## src/rtl/silly_stim_seq_pkg.sv

```systemverilog
// silly_stim_seq shared types and constants.
// Optional random tail: SILLY_SEQ_RANDOM_EN.
package silly_seq_pkg;

  typedef enum logic [1:0] {
    IDLE,
    RUN,
    RAND,
    DONE
  } state_t;

  localparam int NUM_VEC = 8;

  // Entry i is {a,b,c} for vector i.
  localparam logic [NUM_VEC-1:0][2:0] VEC_ORDER = {
    3'b111, 3'b101, 3'b110, 3'b011,
    3'b100, 3'b010, 3'b001, 3'b000
  };

  localparam logic [3:0] LFSR_SEED = 4'b1001;

  function automatic logic lfsr_fb(input logic [3:0] q);
    return q[3] ^ q[2];
  endfunction

endpackage

```

## src/rtl/silly_stim_seq_if.sv

```systemverilog
// Stimulus/response bundle between sequencer and consumer.
// rand_resp exists only with SILLY_SEQ_RANDOM_EN.
interface silly_stim_seq_if
`ifdef SILLY_SEQ_RANDOM_EN
  #(parameter int N_RAND = 3)
`endif
  ;
  logic        start;
  logic        y_in;
  logic        z_in;
  logic        a;
  logic        b;
  logic        c;
  logic        busy;
  logic        done;
  logic [2:0]  vec_idx;
  logic [15:0] resp;
`ifdef SILLY_SEQ_RANDOM_EN
  logic [2*N_RAND-1:0] rand_resp;

  modport master (
    input  start, y_in, z_in,
    output a, b, c, busy, done,
    output vec_idx, resp, rand_resp
  );

  modport slave (
    output start, y_in, z_in,
    input  a, b, c, busy, done,
    input  vec_idx, resp, rand_resp
  );
`else
  modport master (
    input  start, y_in, z_in,
    output a, b, c, busy, done,
    output vec_idx, resp
  );

  modport slave (
    output start, y_in, z_in,
    input  a, b, c, busy, done,
    input  vec_idx, resp
  );
`endif
endinterface

```

## src/rtl/silly_stim_seq_lfsr.sv

```systemverilog
// 4-bit Fibonacci LFSR, shift left, tap q[3]^q[2].
// Used only with SILLY_SEQ_RANDOM_EN.
module silly_seq_lfsr
  import silly_seq_pkg::*;
(
  input  logic       clk,
  input  logic       reset,
  input  logic       load,
  input  logic       adv,
  output logic [1:0] tap,
  output logic [1:0] tap_nxt
);

  logic [3:0] q;

  // Seed on load, step on advance.
  always_ff @(posedge clk or posedge reset) begin
    if (reset) begin
      q <= LFSR_SEED;
    end else if (load) begin
      q <= LFSR_SEED;
    end else if (adv) begin
      q <= {q[2:0], lfsr_fb(q)};
    end
  end

  assign tap     = q[1:0];
  assign tap_nxt = {q[0], lfsr_fb(q)};

endmodule

```

## src/rtl/silly_stim_seq.sv

```systemverilog
// Self-timed stimulus sequencer and response capture for silly.
// SILLY_SEQ_RANDOM_EN adds an LFSR-driven random tail.
module silly_stim_seq
  import silly_seq_pkg::*;
#(
  parameter int HOLD_CYCLES = 1
`ifdef SILLY_SEQ_RANDOM_EN
  ,
  parameter int N_RAND = 3
`endif
) (
  input  logic             clk,
  input  logic             reset,
  silly_stim_seq_if.master bus
);

  localparam int CW = $clog2(HOLD_CYCLES + 1);

  state_t        state_q, state_d;
  logic [CW-1:0] cnt_q, cnt_d;
  logic [2:0]    idx_q, idx_d;
  logic [2:0]    abc_q, abc_d;
  logic [15:0]   resp_q, resp_d;
  logic          last_hold;

  assign last_hold = (cnt_q == CW'(HOLD_CYCLES - 1));

`ifdef SILLY_SEQ_RANDOM_EN
  localparam int RW = (N_RAND > 1) ? $clog2(N_RAND) : 1;

  logic [RW-1:0]       ridx_q, ridx_d;
  logic [2*N_RAND-1:0] rresp_q, rresp_d;
  logic                lfsr_load;
  logic                lfsr_adv;
  logic [1:0]          tap;
  logic [1:0]          tap_nxt;

  silly_seq_lfsr u_lfsr (
    .clk     (clk),
    .reset   (reset),
    .load    (lfsr_load),
    .adv     (lfsr_adv),
    .tap     (tap),
    .tap_nxt (tap_nxt)
  );
`endif

  // Next-state, vector stepping and response capture.
  always_comb begin
    state_d = state_q;
    cnt_d   = cnt_q;
    idx_d   = idx_q;
    abc_d   = abc_q;
    resp_d  = resp_q;
`ifdef SILLY_SEQ_RANDOM_EN
    ridx_d    = ridx_q;
    rresp_d   = rresp_q;
    lfsr_load = 1'b0;
    lfsr_adv  = 1'b0;
`endif
    unique case (state_q)
      IDLE, DONE: begin
        if (bus.start) begin
          state_d = RUN;
          cnt_d   = '0;
          idx_d   = '0;
          abc_d   = VEC_ORDER[0];
          resp_d  = '0;
`ifdef SILLY_SEQ_RANDOM_EN
          ridx_d    = '0;
          rresp_d   = '0;
          lfsr_load = 1'b1;
`endif
        end
      end
      RUN: begin
        cnt_d = cnt_q + 1'b1;
        if (last_hold) begin
          cnt_d = '0;
          resp_d[{idx_q, 1'b0} +: 2] = {bus.y_in, bus.z_in};
          if (idx_q == 3'(NUM_VEC - 1)) begin
`ifdef SILLY_SEQ_RANDOM_EN
            state_d = RAND;
            abc_d   = {1'b1, tap[0], tap[1]};
`else
            state_d = DONE;
`endif
          end else begin
            idx_d = idx_q + 3'd1;
            abc_d = VEC_ORDER[idx_q + 3'd1];
          end
        end
      end
`ifdef SILLY_SEQ_RANDOM_EN
      RAND: begin
        cnt_d = cnt_q + 1'b1;
        if (last_hold) begin
          cnt_d    = '0;
          lfsr_adv = 1'b1;
          rresp_d[{ridx_q, 1'b0} +: 2] = {bus.y_in, bus.z_in};
          if (ridx_q == RW'(N_RAND - 1)) begin
            state_d = DONE;
          end else begin
            ridx_d = ridx_q + 1'b1;
            abc_d  = {1'b1, tap_nxt[0], tap_nxt[1]};
          end
        end
      end
`endif
      default: begin
        state_d = IDLE;
      end
    endcase
  end

  // Sequencer state and datapath registers.
  always_ff @(posedge clk or posedge reset) begin
    if (reset) begin
      state_q <= IDLE;
      cnt_q   <= '0;
      idx_q   <= '0;
      abc_q   <= '0;
      resp_q  <= '0;
`ifdef SILLY_SEQ_RANDOM_EN
      ridx_q  <= '0;
      rresp_q <= '0;
`endif
    end else begin
      state_q <= state_d;
      cnt_q   <= cnt_d;
      idx_q   <= idx_d;
      abc_q   <= abc_d;
      resp_q  <= resp_d;
`ifdef SILLY_SEQ_RANDOM_EN
      ridx_q  <= ridx_d;
      rresp_q <= rresp_d;
`endif
    end
  end

  assign bus.a       = abc_q[2];
  assign bus.b       = abc_q[1];
  assign bus.c       = abc_q[0];
  assign bus.busy    = (state_q == RUN) || (state_q == RAND);
  assign bus.done    = (state_q == DONE);
  assign bus.vec_idx = idx_q;
  assign bus.resp    = resp_q;
`ifdef SILLY_SEQ_RANDOM_EN
  assign bus.rand_resp = rresp_q;
`endif

endmodule
```

## src/flat_wrapper.sv

```systemverilog
// flat-port wrapper written by rule: the top's interface ports become plain ports
module silly_stim_seq_flat import silly_seq_pkg::*;
#(
  parameter int HOLD_CYCLES = 1

)
  (clk, reset, bus_start, bus_y_in, bus_z_in, bus_a, bus_b, bus_c, bus_busy, bus_done, bus_vec_idx, bus_resp);
  silly_stim_seq_if bus_i ();
  input  logic clk;
  input  logic reset;
  input wire logic [$bits(bus_i.start)-1:0] bus_start;
  input wire logic [$bits(bus_i.y_in)-1:0] bus_y_in;
  input wire logic [$bits(bus_i.z_in)-1:0] bus_z_in;
  output wire logic [$bits(bus_i.a)-1:0] bus_a;
  output wire logic [$bits(bus_i.b)-1:0] bus_b;
  output wire logic [$bits(bus_i.c)-1:0] bus_c;
  output wire logic [$bits(bus_i.busy)-1:0] bus_busy;
  output wire logic [$bits(bus_i.done)-1:0] bus_done;
  output wire logic [$bits(bus_i.vec_idx)-1:0] bus_vec_idx;
  output wire logic [$bits(bus_i.resp)-1:0] bus_resp;
  assign bus_i.start = bus_start;
  assign bus_i.y_in = bus_y_in;
  assign bus_i.z_in = bus_z_in;
  assign bus_a = bus_i.a;
  assign bus_b = bus_i.b;
  assign bus_c = bus_i.c;
  assign bus_busy = bus_i.busy;
  assign bus_done = bus_i.done;
  assign bus_vec_idx = bus_i.vec_idx;
  assign bus_resp = bus_i.resp;
  silly_stim_seq #(.HOLD_CYCLES(HOLD_CYCLES)) u_core (.clk(clk), .reset(reset), .bus(bus_i));
endmodule
```

## config.mk

```make
export PLATFORM = sky130hd
export DESIGN_NAME = silly_stim_seq_flat
export DESIGN_NICKNAME = d
export VERILOG_FILES = /design/src/rtl/silly_stim_seq_pkg.sv /design/src/rtl/silly_stim_seq_if.sv /design/src/rtl/silly_stim_seq_lfsr.sv /design/src/rtl/silly_stim_seq.sv /design/src/flat_wrapper.sv
export SDC_FILE = /design/constraint.sdc
export NUM_CORES = 1
export LEC_CHECK = 0
export CORE_MARGIN = 2
export CORE_UTILIZATION = 45
export CTS_CLUSTER_SIZE = 40
export DETAILED_ROUTE_END_ITERATION = 8
export PLACE_DENSITY = 0.71
export SYNTH_ARGS = -nofsm -noshare
export SYNTH_HDL_FRONTEND = slang
export SYNTH_SLANG_ARGS = --single-unit
```

## constraint.sdc

```tcl
create_clock -name clk -period 2.3 [get_ports clk]
set_input_delay 0.69 -clock clk [delete_from_list [all_inputs] [get_ports clk]]
set_output_delay 0.69 -clock clk [all_outputs]
set_load 0.03 [all_outputs]
```

==> out/metrics.yaml <==
status:
  outcome: "complete, no violations"
logic_synthesis:
  synthMuxAreaShare_pct: 9.046
  syn_nets: 170
  synth_warnings: 0
  synth-simple-area-share_pct: 22.04
  ys.flop_type: "dfrtp_1"
  synth_seq_cells: 24
  post-synth-top-count-cell: "dfrtp_1"
  netlist_area_um2: 1521
  synth_compound_area_share_pct: 13.57
  yosys.area.top_type: "dfrtp_1"
  synth_xor_area_share_pct: 0
  yosys-top-cells-count: "dfrtp_1, nand2_1, ha_1"
  synth_cells: 152
  avgSynthCellArea_um2: 10.01
  synth_area_leaders: "dfrtp_1, ha_1, mux2i_1"
  yosysUniqueCellTypes: 39
  ys_seq_area_share_pct: 39.47
  synth_top_family_by_area: "simple AND/OR/NAND/NOR gates"
  synth_fa_ha_area_share_pct: 10.69
  synth_edf_count: 0
  synth_top_area_share_pct: 39.47
  synthArstFlopShare_pct: 100.0
critical_path:
  reg2reg_from: "u_core.bus.vec_idx[0]$_DFFE_PP0P_"
  worst_path_max_delay_cell: "dfrtp_1"
  crit_required_ns: 1.61
  worst_r2r_path_depth: 6
  path_max_fanout: 9
  arrival_ns: 1.44
  max_stage_delay_ns: 0.41
  r2r_end: "u_core.bus.resp[9]$_DFFE_PP0P_"
  cp_common_cell: "inv_1"
  end_kind: "output port"
  critPathLaunchType: "flop"
  rrSetupSlack_ns: 0.23
  critPathKind: "reg2out"
  worstPathCellList: "inv_1 -> ha_4 -> inv_1 -> buf_4"
grt:
  grt_pass1_vias: 1313
  grt_max_degree: 25
  grt_pass1_wl_um: 6216
  antenna_found_initial: 0
  track_usage_pct: 19.95
  grt_overflow: 0
die:
  coreArea_um2: 3284
  die_h_um: 62.15
  fp-row-count: 21
  dieArea_um2: 3862
  initial_core_util_pct: 46.32
  io_pins: 29
  die_w_um: 62.15
placed_design:
  post_dp_cell_area_um2: 1866
  pre_cts_ws_ns: 0.06682
  port-buffer-count: 28
  numPlacedInstances: 226
  hpwlAfterDp_um: 2596
  place_congestion: 0.8716
timing:
  fin_crit_sh_pct: 92.56
  rsz0062_at_grt: "false"
  hold_ws_ns: 0.5057
  finalCriticalPeriod_ns: 2.129
  clock.fmax_mhz: 469.7
  setup_slack_ns: 0.1711
  worst_pin_slew_ns: 0.4648
  drv_slew: 0
  finalClockSkew_ns: 0.01808
  finalHoldViolations: 0
  slew_headroom_pct: 68.77
  finalSetupViolCount: 0
  tns_ns: 0
routing:
  drc_errors: 0
  totalWireLength_um: 3482
  ant_nets: 0
  first_iter_violations: 91
  first_pass_iters: 4
  dr_total_vias: 1266
  vias_per_cell: 5.504
  wire_per_inst_um: 15.14
finish:
  num_antenna_cells: 0
  area_delta_synth_final_pct: 26.48
  drive_above_1_share_pct: 13.59
  fin_area_um2: 1924
  fin_util_pct: 58.59
  final_net_count: 203
  stdcell_count: 230
clock_tree:
  numCtsBuffers: 3
  postCtsSetupBuffers: 0
  htreeDepth: 1
  clk_latency_ns: 0.33
  cts_tree: "done"
  clockBufferDepth: 2
  clkTransAtPathRegs_ns: 0.15
  cts.sinks: 24
  cts_root_buffer: "clkbuf_4"
hold_path:
  hold_path.class: "reg2reg"
  min_path_cells: 2
  worstHoldEndpoint: "u_core.abc_q[0]$_DFFE_PP0P_"
  hp-start: "u_core.abc_q[0]$_DFFE_PP0P_"
job:
  cap_violations: 0
power:
  power.total_mw: 3.009
  p_per_area_nw_per_um2: 1563
  total_leakage_power_nw: 0.8716
  ir_worst_vdd_mv: 0.6488
## cell families (layout without fill, tap and decap cells)
kind of cell,count (synthesis),count (layout)
adders and majority gates,13,13
AOI/OAI and AO/OA,30,30
and+or+nand+nor,56,56
DFF,24,24
muxes,12,12
buffers and inverters,17,49
## how the worst max path moves through the flow
stage	from	end	slack, ns	cells past startpoint
detailed placement	bus_start	u_core.bus.resp[14]$_DFFE_PP0P_	0.07	4
floorplan	u_core.bus.vec_idx[1]$_DFFE_PP0P_	u_core.bus.resp[0]$_DFFE_PP0P_	0.04	8
global placement	bus_start	u_core.bus.resp[15]$_DFFE_PP0P_	0.14	4
global route	u_core.bus.vec_idx[0]$_DFFE_PP0P_	u_core.bus.resp[9]$_DFFE_PP0P_	0.05	6
CTS	u_core.bus.vec_idx[2]$_DFFE_PP0P_	bus_vec_idx[2]	0.01	1
finish	u_core.state_q[0]$_DFFE_PP0P_	bus_busy	0.17	4
## cells in the final DEF, fill, tap and decap left out, drive strengths merged, types with 3 or more instances in the layout
cell type      instances
a21oi                  5
a22o                   3
and3                   3
buf                    7
clkbuf                 4
clkdlybuf4s50         23
dfrtp                 24
dlymetal6s2s           4
ha                    13
inv                   11
mux2i                 11
nand2                 17
nand3                 13
nand4                  4
nor2                   6
nor3                   5
o211ai                 4
o21ai                  7
## power breakdown
part	internal (mW)	switching [mW]
Sequential	0.598	0.115
Combinational	0.826	1.24
Clock	0.0969	0.136
## final cells by class
cell class              count  area (µm²)
clock buffers               4       36.28
fillers                   287        1360
inverters                  11       41.29
multi-input cells         111       854.6
flip-flops and latches     24       601.8
well taps                  46       57.56
repair buffers             34       332.8
## what timing repair did
action                                  CTS  global route
hold buffers                              0             0
endpoints found under the setup margin    1             5
resized for setup                         1             5
## critical path, delay by kind of cell (launching register included)
kind	cells	cell delay, ns
buffers and inverters	3	0.35
adders and majority gates	1	0.34
DFF	1	0.41
## layer usage
metal  track usage [%]  routed length (µm)
met4             6.389                  29
met3             3.623                 126
met5                 0                   0
met1             25.78                1594
met2             33.97                1731
## state kept, by name, summed over array words and instances, names as in the netlist
register / flops
u_core.state_q: 2
u_core.bus.resp: 16
u_core.abc_q: 3
u_core.bus.vec_idx: 3
(Power assumes the default switching activity.)
